**config.mk**
```make
export PLATFORM = sky130hd
export DESIGN_NAME = pc_fetch_unit
export DESIGN_NICKNAME = d
export VERILOG_FILES = /design/src/rtl/pc_fetch_unit.sv
export SDC_FILE = /design/constraint.sdc
export NUM_CORES = 1
export LEC_CHECK = 0
export ABC_AREA = 1
export CORE_AREA = 2 2 91 93
export DETAILED_ROUTE_END_ITERATION = 12
export DIE_AREA = 0 0 93 95
export PLACE_DENSITY_LB_ADDON = 0.12
export SLEW_MARGIN = 20
export SYNTH_ARGS = -nofsm -noshare
export SYNTH_HDL_FRONTEND = slang
export SYNTH_SLANG_ARGS = --single-unit
```
**constraint.sdc**
```tcl
create_clock -name CLK -period 1.95 [get_ports CLK]
set_clock_uncertainty 0.2 [all_clocks]
set_input_delay 0.195 -clock CLK [delete_from_list [all_inputs] [get_ports CLK]]
set_output_delay 0.195 -clock CLK [all_outputs]
set_load 0.01 [all_outputs]
```
**src/rtl/pc_fetch_unit.sv**
```systemverilog
// -----------------------------------------------------------------------------
// pc_fetch_unit
//   Architectural PC register and instruction-fetch sequencer. The block holds
//   curPC, fetches the word at curPC from instruction memory with a req/ack
//   handshake, and buffers the word for decode behind a valid/ready handshake.
//   curPC loads nextPC only when decode consumes the buffered word while
//   PCWre=1. If a request goes unacknowledged for MAX_WAIT cycles, the block
//   parks in a sticky error state that only reset clears.
//
// Parameters
//   RESET_PC     value curPC takes on reset
//   MAX_WAIT     cycles a request may stay unacknowledged before a fault (>=1)
//
// Ports
//   CLK          in   1   clock, rising edge
//   Reset        in   1   asynchronous, active-low reset
//   nextPC       in   32  next PC from the next-PC logic
//   PCWre        in   1   PC write enable (0 = stall)
//   curPC        out  32  current PC
//   imem_req     out  1   instruction memory request
//   imem_addr    out  32  request address (always curPC)
//   imem_ack     in   1   memory returns data this cycle
//   imem_rdata   in   32  instruction word, valid with imem_ack
//   instr        out  32  buffered instruction for decode
//   instr_valid  out  1   instr holds an unconsumed word
//   instr_ready  in   1   decode accepts instr this cycle
//   fetch_err    out  1   sticky fetch fault
//
// Configuration macro
//   PC_ALIGN_CHECK_EN  when defined, a misaligned nextPC at consume is a fault
//                      (curPC is held and the block enters ERR). When
//                      undefined, nextPC is silently word-aligned on load.
//
// State table
//   IDLE | held in reset; leaves on the first edge after release
//   REQ  | request outstanding at curPC, wait counter running
//   BUF  | word buffered for decode, waiting for consume
//   ERR  | sticky fault, no requests until reset
// -----------------------------------------------------------------------------
module pc_fetch_unit #(
  parameter logic [31:0] RESET_PC = 32'h0000_0000,
  parameter int          MAX_WAIT = 16
) (
  input  logic        CLK,
  input  logic        Reset,
  input  logic [31:0] nextPC,
  input  logic        PCWre,
  output logic [31:0] curPC,
  output logic        imem_req,
  output logic [31:0] imem_addr,
  input  logic        imem_ack,
  input  logic [31:0] imem_rdata,
  output logic [31:0] instr,
  output logic        instr_valid,
  input  logic        instr_ready,
  output logic        fetch_err
);

  typedef enum logic [1:0] {
    IDLE = 2'd0,
    REQ  = 2'd1,
    BUF  = 2'd2,
    ERR  = 2'd3
  } state_t;

  localparam int            CW        = (MAX_WAIT > 1) ? $clog2(MAX_WAIT) : 1;
  localparam logic [CW-1:0] WAIT_LAST = CW'(MAX_WAIT - 1);

  state_t        state;
  logic [CW-1:0] wait_cnt;
  logic          consume;

  assign consume = (state == BUF) && instr_valid && instr_ready && PCWre;

  // Request and fault flags are pure decodes of the state register.
  assign imem_req  = (state == REQ);
  assign fetch_err = (state == ERR);
  // Same register as curPC, so the request after a load carries the new PC.
  assign imem_addr = curPC;

  always_ff @(posedge CLK or negedge Reset) begin
    if (!Reset) begin
      state       <= IDLE;
      curPC       <= RESET_PC;
      instr       <= '0;
      instr_valid <= 1'b0;
      wait_cnt    <= '0;
    end else begin
      case (state)
        IDLE: begin
          state    <= REQ;
          wait_cnt <= '0;
        end
        REQ: begin
          if (imem_ack) begin
            instr       <= imem_rdata;
            instr_valid <= 1'b1;
            state       <= BUF;
          end else if (wait_cnt == WAIT_LAST) begin
            state <= ERR;
          end else begin
            wait_cnt <= wait_cnt + 1'b1;
          end
        end
        BUF: begin
          // instr_ready with PCWre=0 is a stall: nothing changes here.
          if (consume) begin
            instr_valid <= 1'b0;
`ifdef PC_ALIGN_CHECK_EN
            if (nextPC[1:0] != 2'b00) begin
              state <= ERR;
            end else begin
              curPC    <= nextPC;
              wait_cnt <= '0;
              state    <= REQ;
            end
`else
            curPC    <= nextPC & 32'hFFFF_FFFC;
            wait_cnt <= '0;
            state    <= REQ;
`endif
          end
        end
        ERR: begin
          instr_valid <= 1'b0;
        end
        default: begin
          state <= IDLE;
        end
      endcase
    end
  end

endmodule

```
# After elaboration in Yosys (flattened, before gate mapping)
# Cells that the tools add are included.
[totals] regBits=69 output_inout_bits=99 elab_cells=37 inputBits=69
[classes] n_addsub=1 n_reduce_logical=11 muxes=11 eq_ne=9
[ops] op="4-bit 2-to-1 mux" n=3
[ops] op="4-bit case mux with 3 select lines" n=1
[ops] op="2-bit 2-to-1 mux" n=3
[ops] op="2-bit inequality test (second input constant)" n=3
[ops] op="2-bit case mux with 3 select lines" n=1
[ops] op="3-bit AND reduction" n=2
[ops] op="3-bit nonzero test" n=2
[ops] op="4-bit by 1-bit adder with 4-bit output (second input constant)" n=1
[ops] op="2-bit == test (second input constant)" n=2
[ops] op="4-bit == test (second input constant)" n=1
[ops] op="2-bit AND reduction" n=2
[ops] op="4-bit AND reduction" n=1
[ops] op="1-bit logical AND" n=3
[ops] op="3-bit by 1-bit inequality test with 1-bit output (second input constant)" n=1
[ops] op="1-bit case mux with 3 select lines" n=1
[ops] op="2-bit by 1-bit == test with 1-bit output (second input constant)" n=1
[ops] op="2-bit logical NOT" n=1
[ops] op="1-bit 2-to-1 mux" n=2
[ops] op="2-bit by 1-bit inequality test with 1-bit output (second input constant)" n=1

# Longest topological paths before layout
# Gate-level depths: netlist (run 1).
[logic_depth] ltp_word=6 depth_mapped=7 ltp_nobuf=7

# Worst setup path before layout (run 1)
# No wires, ideal clock.
[synth_path] path_kind="reg-to-reg" start="register instr_valid" end="register wait_cnt[3]" setup_ns=0.116 path_slack_ns=0.503 path_buffers=0 path_stages_with_launch=6 required_ns=1.634 arrival_time_ns=1.130 synth_period_minus_slack_ns=1.447 cell_sequence="dfrtp_1 > nand3_1 > o21ai_0 > nand2_2 > nand2_1 > nand2_1"
[synth_between] elab_chain_len=5
[synth_lines] element="start, declared" line="54" rtl="output logic instr_valid,"
[synth_lines] element="start signal, assigned" line="86" rtl="instr_valid <= 1'b0;"
[synth_lines] element="start signal, assigned" line="97" rtl="instr_valid <= 1'b1;"
[synth_lines] element="start signal, assigned" line="108" rtl="instr_valid <= 1'b0;"
[synth_lines] element="1-bit logical AND (3 in a row)" line="73" rtl="assign consume = (state == BUF) && instr_valid && instr_ready && PCWre;"
[synth_lines] element="2-bit inequality test (no source line)"
[synth_lines] element="4-bit AND reduction (no source line)"
[synth_lines] element="end signal, assigned" line="102" rtl="wait_cnt <= wait_cnt + 1'b1;"
[synth_lines] element="end, declared" line="70" rtl="logic [CW-1:0] wait_cnt;"
# No other way between the ends.
# A chain may end at the register's enable or synchronous reset.

# Final worst setup path (run 1)
[layout_path] start="register state[0]" end="output port fetch_err"
[layout_between] elab_chain_len=1
[layout_lines] element="start, declared" line="69" rtl="state_t state;"
[layout_lines] element="start signal, assigned" line="83" rtl="state <= IDLE;"
[layout_lines] element="start signal, assigned" line="91" rtl="state <= REQ;"
[layout_lines] element="start signal, assigned" line="98" rtl="state <= BUF;"
[layout_lines] element="2-bit == test" line="77" rtl="assign fetch_err = (state == ERR);"
[layout_lines] element="end, declared" line="56" rtl="output logic fetch_err"
# No other way between the ends.

==> key figures, run 1 <==
Yosys
  – Sequential fraction of the synthesis area: 0.5731
  – Largest cells by area after synthesis: dfrtp_1, nand2_1, buf_4
  – Yosys warning count: 0
  – Synth Area in Compound Gates: 0.05482
  – Mapped Area: 3013 sq um
  – XOR/XNOR share of the synthesized area: 0.002907
  – Largest family of logic cells by synthesized area: simple AND/OR/NAND/NOR gates
  – Post-Synthesis Cells: 349
  – Post-synth top area share: 0.5731
  – Synth cell types: 18
  – Synth Area in Adders: 0.004153
  – Post-synth top area cell: dfrtp_1
  – Mux share of post-synthesis cell area: 0
  – Post-synthesis simple-gate area fraction: 0.2105
  – Synth Register Bits: 69
  – Syn avg cell area: 8.633 sq um

GRT
  – Initial antenna violation count: 0
  – Largest net degree at the start of global routing: between 60 and 70
  – GR Overflow Total: 0
  – Total Routing Usage GR: 0.1619
  – Number of global-route vias before repair: 2337
  – First-pass GRT wire length: 11.20 mm

Pwr
  – Switching fraction of total power: 0.3322
  – PD cells: 1492 nW/um^2
  – Clock share of power: 0.169
  – Internal power: approximately 4700 uW
  – Peak VDD IR: 657.5 uV
  – Reg power frac: 0.356
  – Leakage: 0.002310 uW
  – Comb pwr share: 0.475
  – Switching power: 2356 uW

Clock network
  – TritonCTS Buffers: 9
  – CTS H-tree depth: 3
  – Worst-skew pair later-pin latency: 330 ps
  – CTS tree: done
  – Max Root-Sink Buffers: 2
  – Clock transition at path regs: 80 ps
  – CTS Root Cell: clkbuf_8
  – Setup bufs post-CTS: 0
  – Sink Count: 69

Layout
  – Commonest non-fill, non-tap cells in the layout: clkdlybuf4s50_1, nand2_1, dfrtp_1, inv_1, o21ai_0
  – Antenna cells: 0
  – Layout Cells excl Fill: 596
  – Commonest non-fill, non-tap cell in the layout: clkdlybuf4s50_1
  – Fin nets: 556
  – Area grow syn2layout: 57.77%
  – Layout cells sized above 1: 0.06314

Detailed routing
  – Final WL: between 7 and 8 mm
  – Post-route DRC violation count: 0
  – DRT Pass-1 Iters: 4
  – Vias: 2517
  – Via density: ~4.2
  – Post-DRT Antenna Nets: 0
  – Initial DRC Count: 47
  – Avg WL per Cell: 11.83 um

Die
  – Die area: 8835 sq um
  – Core ar.: 7928 sq um
  – Initial Utilization: 0.3801
  – Vert. Die Dim: between 90 and 100 um
  – FP Rows: 33
  – Die X: about 93 um
  – I/O pin count: 168

Timing
  – Min cycle time layout: roughly 1800 ps
  – Count of final hold-check violations: 0
  – Crit share post-route: 0.9412
  – Fin Hold WS: 23.44 ps
  – RSZ-0062 raised after global routing: false
  – # setup viols final: 0
  – Total negative slack: 0 ps
  – Slew Limit Fails: 0
  – FMAX: 544.9 MHz

Worst setup path
  – WS Path Type: reg2out
  – Worst setup SP type: register
  – CP Data Required Time: roughly 1600 ps
  – Crit path DAT: 1440 ps
  – Critical path peak fanout: 6
  – Crit. End Element: primary output

Placement
  – Cell count after placement: 579
  – Final HPWL from detailed placement: 5.092 mm
  – Routability cong.: 0.6663
  – Port Buffers: approximately 160

Status
  – Status: finished clean

Worst hold path
  – Worst min-delay path class: in2async

Run
  – MaxCap Viol Count: 0
==> final cells by class <==
| class | instances | area, sq um |
|---|---|---|
| Inverter | 38 | 142.6 |
| Clock buffer | 11 | 151.4 |
| Tap cell | 105 | 131.4 |
| Multi-Input combinational cell | 199 | 835.8 |
| Timing Repair Buffer | 169 | 1705 |
| Fill cell | 703 | 3174 |
| Sequential cell | 69 | 1728 |
| Clock inverter | 5 | 58.81 |
==> flip-flops by register name (all words and copies together) (netlist names) <==
signal	flops
state	2
curPC	30
wait_cnt	4
instr	32
instr_valid	1
==> per-stage QoR <==
stage          power, uW  setup slack, ps  utilization  instance area [sq um]
2_1_floorplan       4110            503.2            -                   3024
3_3_place_gp        5904            211.1       0.5718                   4533
4_1_cts             7200            16.75       0.5994                   4752
5_1_grt             7610            35.27       0.5996                   4753
6_report            7093            114.6       0.5996                   4753
3_5_place_dp        5959            204.7       0.5718                   4533
==> worst max-delay path, stage by stage (launching register included) <==
cell and delay [ps]:
dfrtp_2 440, nand2_1 80, inv_1 60, clkdlybuf4s50_1 520
==> cells by family (layout without fill, tap and decap cells) <==
group,count (synthesis),after routing
AO/OA/AOI/OAI,33,33
AND/OR/NAND/NOR,160,160
flip-flops,69,69
XOR/XNOR,1,1
other,1,4
adder cells (fa/ha/maj),1,1
buffers and inverters,84,223
==> worst paths after layout <==
path	start	slack, ps	cells after the start	to
max	state[0]	110	3	fetch_err
min	Reset	20	2	curPC[15]
max reg2reg	wait_cnt[0]	440	7	wait_cnt[0]
min reg2reg	instr[28]	280	2	instr[28]
max in group asynchronous	Reset	1080	3	state[0]
min in group CLK	imem_rdata[27]	180	3	instr[27]
==> Yosys cell counts <==
cell / number
xnor2_1: 1
nand3_2: 1
buf_4: 37
nand2_2: 2
nand2_1: 144
nand3b_1: 1
clkbuf_1: 3
inv_2: 2
o21ai_1: 5
inv_1: 36
nor2_1: 6
buf_2: 6
nand3_1: 5
ha_1: 1
o21ai_0: 28
dfrtp_1: 69
nor3_4: 1
conb_1: 1
==> per-layer routing <==
metal / up-vias / GRT usage / wire length (um)
met5: - / 0 / 0
met2: 117 / 0.2397 / 3099
met1: 1107 / 0.2140 / 3108
li1: 1282 / - / -
met3: 11 / 0.06145 / 716
met4: 0 / 0.06740 / 125
==> timing repair <==
item / CTS / global route
cloned: 0 / 0
endpoints found under the hold margin: 69 / 0
pin swaps: 0 / 0
hold buffers: 1 / 0
endpoints found under the setup margin: 1 / 1
gates resized for setup: 1 / 1
==> power groups by stage <==
stage	clock, uW	combinational [uW]	sequential [uW]
5_1_grt	1310	3680	2620
3_5_place_dp	0	3420	2540
4_1_cts	1240	3430	2530
2_1_floorplan	0	1320	2790
6_report	1200	3370	2520
3_3_place_gp	0	3380	2520
(Power assumes the default switching activity.)
==> run 2: changes to the inputs <==
--- a/config.mk
+++ b/config.mk
@@ -7,6 +7,7 @@
 export LEC_CHECK = 0
 export ABC_AREA = 1
 export CORE_AREA = 2 2 91 93
+export CTS_BUF_LIST = sky130_fd_sc_hd__clkbuf_16
 export DETAILED_ROUTE_END_ITERATION = 12
 export DIE_AREA = 0 0 93 95
 export PLACE_DENSITY_LB_ADDON = 0.12
==> run 2 against run 1 <==
  * Register-to-register slack about the same
  * Flip-flop and latch count stayed put
  * Cell count stayed put
  * Sequential share of layout area decreased by 0.61 points
  * Maximum frequency grew 0.91%
  * Combinational power is essentially flat
  * First-iteration DRC count is 45% lower
  * Routed wire length shrank 0.14%
  * Final area grew 1.7%
  * Die area is the same
  * Critical path depth stayed put
  * Largest power group unchanged
==> key figures, run 2 (same netlist as run 1, synthesis figures left out) <==
Status
  – Status: finished clean

Clock network
  – CTS tree: done
  – CTS Root Cell: clkbuf_16
  – Max Root-Sink Buffers: 2
  – TritonCTS Buffers: 9
  – Sink Count: 69
  – Clock transition at path regs: 60 ps
  – Worst-skew pair later-pin latency: 320 ps
  – CTS H-tree depth: 3

Die
  – Die X: 93 um
  – Initial Utilization: 0.3801
  – FP Rows: 33
  – Die area: ~8800 sq um
  – Vert. Die Dim: 95 um
  – Core ar.: 7928 sq um
  – I/O pin count: 168

Timing
  – Crit share post-route: 0.9327
  – Setup WS post-layout: around 130 ps
  – FMAX: 549.8 MHz
  – Total negative slack: 0 ps
  – RSZ-0062 raised after global routing: false
  – Slew Limit Fails: 0
  – # setup viols final: 0
  – Min cycle time layout: 1819 ps
  – Count of final hold-check violations: 0

Layout
  – Antenna cells: 0
  – Max FFs per register: 32
  – Commonest non-fill, non-tap cells in the layout: clkdlybuf4s50_1, nand2_1, dfrtp_1, inv_1, o21ai_0
  – Largest register by flop count: instr
  – Final Instance Area: approximately 4800 sq um
  – Fillcell total: roughly 700
  – Layout Cells excl Fill: 596
  – Commonest non-fill, non-tap cell in the layout: clkdlybuf4s50_1
  – Largest registers: instr x32, curPC x30, wait_cnt x4
  – Area grow syn2layout: 60.47%
  – Fin nets: 556
  – Layout cells sized above 1: 0.05906

GRT
  – Total Routing Usage GR: 0.1623
  – First-pass GRT wire length: approximately 11 mm
  – Global Route met1 Usage: 0.2119
  – Initial antenna violation count: 0
  – Busiest grt layer: met2
  – Met2 GRT Util: 0.2434
  – GR Layer Usage met3: 0.06145
  – Number of global-route vias before repair: 2341
  – GR Overflow Total: 0
  – Largest net degree at the start of global routing: 61

Detailed routing
  – Avg WL per Cell: 11.81 um
  – Vias: 2519
  – Post-DRT Antenna Nets: 0
  – Post-route DRC violation count: 0
  – DRT Pass-1 Iters: 4
  – Via density: 4.227
  – Initial DRC Count: 26
  – Final WL: between 7 and 8 mm

Worst setup path
  – R2R Setup Slk: 440 ps
  – WS Path Type: reg2out
  – Crit. End Element: primary output
  – Crit path DAT: 1420 ps
  – CP Data Required Time: 1550 ps
  – Worst setup SP type: register
  – Critical path peak fanout: 6

Placement
  – Cell count after placement: 579
  – Port Buffers: 161
  – Routability cong.: ~0.67
  – Pre-CTS setup slack: slightly above 200 ps
  – Final HPWL from detailed placement: 5.092 mm
  – DP Area: roughly 4500 sq um

Pwr
  – Leakage: 0.002345 uW
  – Peak VDD IR: 641.6 uV
  – Pwr Total: 7464 uW
  – PD cells: 1544 nW/um^2

Worst hold path
  – Worst min-delay path class: in2async

Run
  – MaxCap Viol Count: 0
[run 2: cell count changes in the layout (fill, tap and decap cells not counted), sizes merged]
cell	delta
clkbuf	-2
clkinv	+2
[run 2: final timing paths]
path                           startpoint     endpoint  depth (start not counted)
max                              state[0]    fetch_err                          3
min                                 Reset    curPC[15]                          2
max reg2reg                   wait_cnt[0]  wait_cnt[0]                          7
min reg2reg                     instr[28]    instr[28]                          2
max in group asynchronous           Reset     state[0]                          3
min in group CLK           imem_rdata[27]    instr[27]                          3
[run 2: report_power, final]
part	switching, uW	internal [uW]	total, uW
sequential	447	2080	2530
combinational	1370	2000	3370
clock	584	979	1560
[run 2: repair_timing]
action	4_1_cts	5_1_grt
resized for setup	1	1
endpoints found under the setup margin	1	1
hold endpoints to repair	69	0
hold buffers	1	0
setup buffers	0	0
pin swaps	0	0
[run 2: final cells by class]
class	instances	area (sq um)	share of cell area
clock buffer	9	225.2	0.04658
inverter	38	142.6	0.02950
tap	105	131.4	0.02717
multi-input combinational	199	835.8	0.1729
timing repair buffer	169	1705	0.3527
sequential	69	1728	0.3574
clock inverter	7	66.31	0.01372
[run 2: through the flow]
stage                     hold WS, ps    util
after floorplan                -300.6       -
after global placement         -162.2  0.5718
after detailed placement       -164.2  0.5718
after CTS                       42.69  0.6097
after global routing            55.20  0.6098
final                           48.06  0.6098
[run 2: critical path: stages, from the launching register on]
cell	delay, ps
dfrtp_2	430
nand2_1	90
inv_1	60
clkdlybuf4s50_1	520
[run 2: per-layer routing]
metal	wire length, um	vias up
li1	-	1287
met1	3107	1107
met2	3107	115
met3	697	10
met4	126	0
met5	0	-
==> edit (settings of run 1) <==
Add a define of `PC_ALIGN_CHECK_EN`.
--- a/src/rtl/pc_fetch_unit.sv
+++ b/src/rtl/pc_fetch_unit.sv
@@ -39,2 +39,4 @@
 // -----------------------------------------------------------------------------
+`define PC_ALIGN_CHECK_EN
+
 module pc_fetch_unit #(
Behaviour: not the same (a bounded check fails within 4 cycles, from zero or initial values and one cycle with Reset low).
==> edit against run 1 <==
- wire length is 12% higher
- worst setup slack improved by 50 ps
- critical path depth is 5 higher
- design area rose by 8.0%
- register-to-register slack lost 280 ps
- synthesized area up 9.8%
- sequential cell count rose by 2
- largest cell class unchanged
Power is not compared: it rests on default switching activity, and its combinational part moved more than twofold at a synthesized area within 25%.
==> edit: results (changes against run 1) <==
| Metric | Value |
|---|---|
| WL/cell | `14.08 um (+19%)` |
| Total Nets Final | `526 (-5.4%)` |
| Largest registers | `curPC (32), instr (32), wait_cnt (4)` |
| Status | `completed` |
| Global-route wire length before repair | `12.49 mm (+12%)` |
| Wl on met1 | `3.278 mm (+5.5%)` |
| Post-DP HPWL | `5.852 mm (+15%)` |
| Wire length on met2 | `3.940 mm (+27%)` |
| Antenna violations before repair | `0 (unchanged)` |
| Tot GR Track Use | `0.1845 (+0.02256)` |
| Class of the worst hold path | `in -> reg` |
| Pleak | `0.002536 uW` |
| Commonest cells in the netlist | `nand2_1, dfrtp_1, buf_4` |
| Filler cell count | `650 (-7.5%)` |
| Root Driver | `clkbuf_8` |
| Post-synthesis sequential area ratio | `0.5369 (-0.03623)` |
| WL met3 | `543 um (-24%)` |
| Ranking of synthesized cells by area | `dfrtp_1, mux2_4, nand2_1, buf_4, nand2_2` |
| Vias | `2532 (+0.60%)` |
| Most common cell in the netlist | `nand2_1` |
| Critical path peak fanout | `30 (+24)` |
| Asr flop ratio synth | `1.000 (unchanged)` |
| Slowest stage delay, CP | `430 ps (-90 ps)` |
| Critical path's slowest cell | `dfrtp_1` |
| Largest net degree at the start of global routing | `36 (-41%)` |
| Share of cells above drive strength 1 | `0.1685 (+0.1054)` |
| DRT Wirelength | `7.914 mm (+12%)` |
| Syn Area/Cell | `10.78 sq um (+25%)` |
| RD Place Congestion | `0.8189 (+23%)` |
| Input/output buffers | `167 (+3.7%)` |
| Worst Path Required | `1980 ps (+430 ps)` |
| Synth cell types | `24 (+6)` |
| Initial DRC Count | `69 (+47%)` |
| VDD IR max | `0.0002941 V` |
| Dpl cells | `545 (-5.9%)` |
## edit: changes by cell type in the layout (fill, tap and decap cells not counted), sizes merged, moves of 2 or more
cell and delta:
inv -27, nand2 -31, conb -4, dfrtp +2, ha +4, clkinv +2, nand3 +2, mux2 +32
clkdlybuf4s50 +5, nor2 +11, o21ai -29, clkinvlp -2
## edit: cell families (layout without fill, tap and decap cells)
kind of cell             after synthesis  after routing  synth area share
AND/OR/NAND/NOR                      140            140            0.1762
flip-flops                            71             71            0.5369
buffers and inverters                 52            202            0.1115
multiplexers                          32             32            0.1429
AO/OA/AOI/OAI                          6              6           0.01096
adder cells (fa/ha/maj)                5              5           0.01890
XOR/XNOR                               1              1          0.002647
## edit: layout make-up
type / instances / area (sq um) / area share
well taps: 105 / 131.4 / 0.02558
flip-flops and latches: 71 / 1777 / 0.3460
repair buffers: 175 / 1777 / 0.3460
multi-input cells: 184 / 1179 / 0.2295
clock inverters: 6 / 91.34 / 0.01779
clock buffers: 10 / 137.6 / 0.02680
inverters: 11 / 42.54 / 0.008285
## edit: metrics by stage
step	hold WS, ps	area [sq um]	worst slack [ps]
floorplan	-300.6	3309	261.5
global placement	72.72	4883	182.4
detailed placement	83.73	4883	150.9
CTS	169.9	5132	106.9
global route	172.2	5135	9.966
finish	177.9	5135	164.6
## edit: path summary, 6_finish.rpt
path                                         startpoint  slack (ps)                      end  cells after the start
worst max-delay path               state[0]$_DFFE_PN0P_         160    curPC[20]$_DFFE_PN0P_                      8
worst min-delay path                         nextPC[30]         180    curPC[30]$_DFFE_PN0P_                      3
worst max register to register     state[0]$_DFFE_PN0P_         160    curPC[20]$_DFFE_PN0P_                      8
worst min register to register  instr_valid$_DFFE_PN0P_         300  instr_valid$_DFFE_PN0P_                      2
max in group asynchronous                         Reset         690  wait_cnt[0]$_DFFE_PN0P_                      3
min in group asynchronous                         Reset         220    curPC[15]$_DFFE_PN0P_                      2
## edit: what timing repair did
item,in CTS,in global routing
resized for setup,4,1
setup endpoints to repair,1,28
hold buffers,1,0
endpoints found under the hold margin,25,0
## edit: metal layers
layer | vias up | global-route usage
met5 | - | 0
met4 | 0 | 0.07108
met3 | 12 | 0.04629
met2 | 112 | 0.3062
met1 | 1190 | 0.2333
li1 | 1218 | -
## edit: critical path: cells and delay by family, from the launching register on
family	cells	cell delay (ps)
flops	1	430
simple gates	5	430
buf+inv	2	360
fa+ha+maj	1	240
## edit: power by group through the flow
stage	sequential (uW)	combinational (uW)	clock (uW)
final	1470	180	1330
after global routing	1470	196	1450
after CTS	1470	184	1370
after detailed placement	1500	182	0
after global placement	1500	179	0
after floorplan	1500	2.50	0
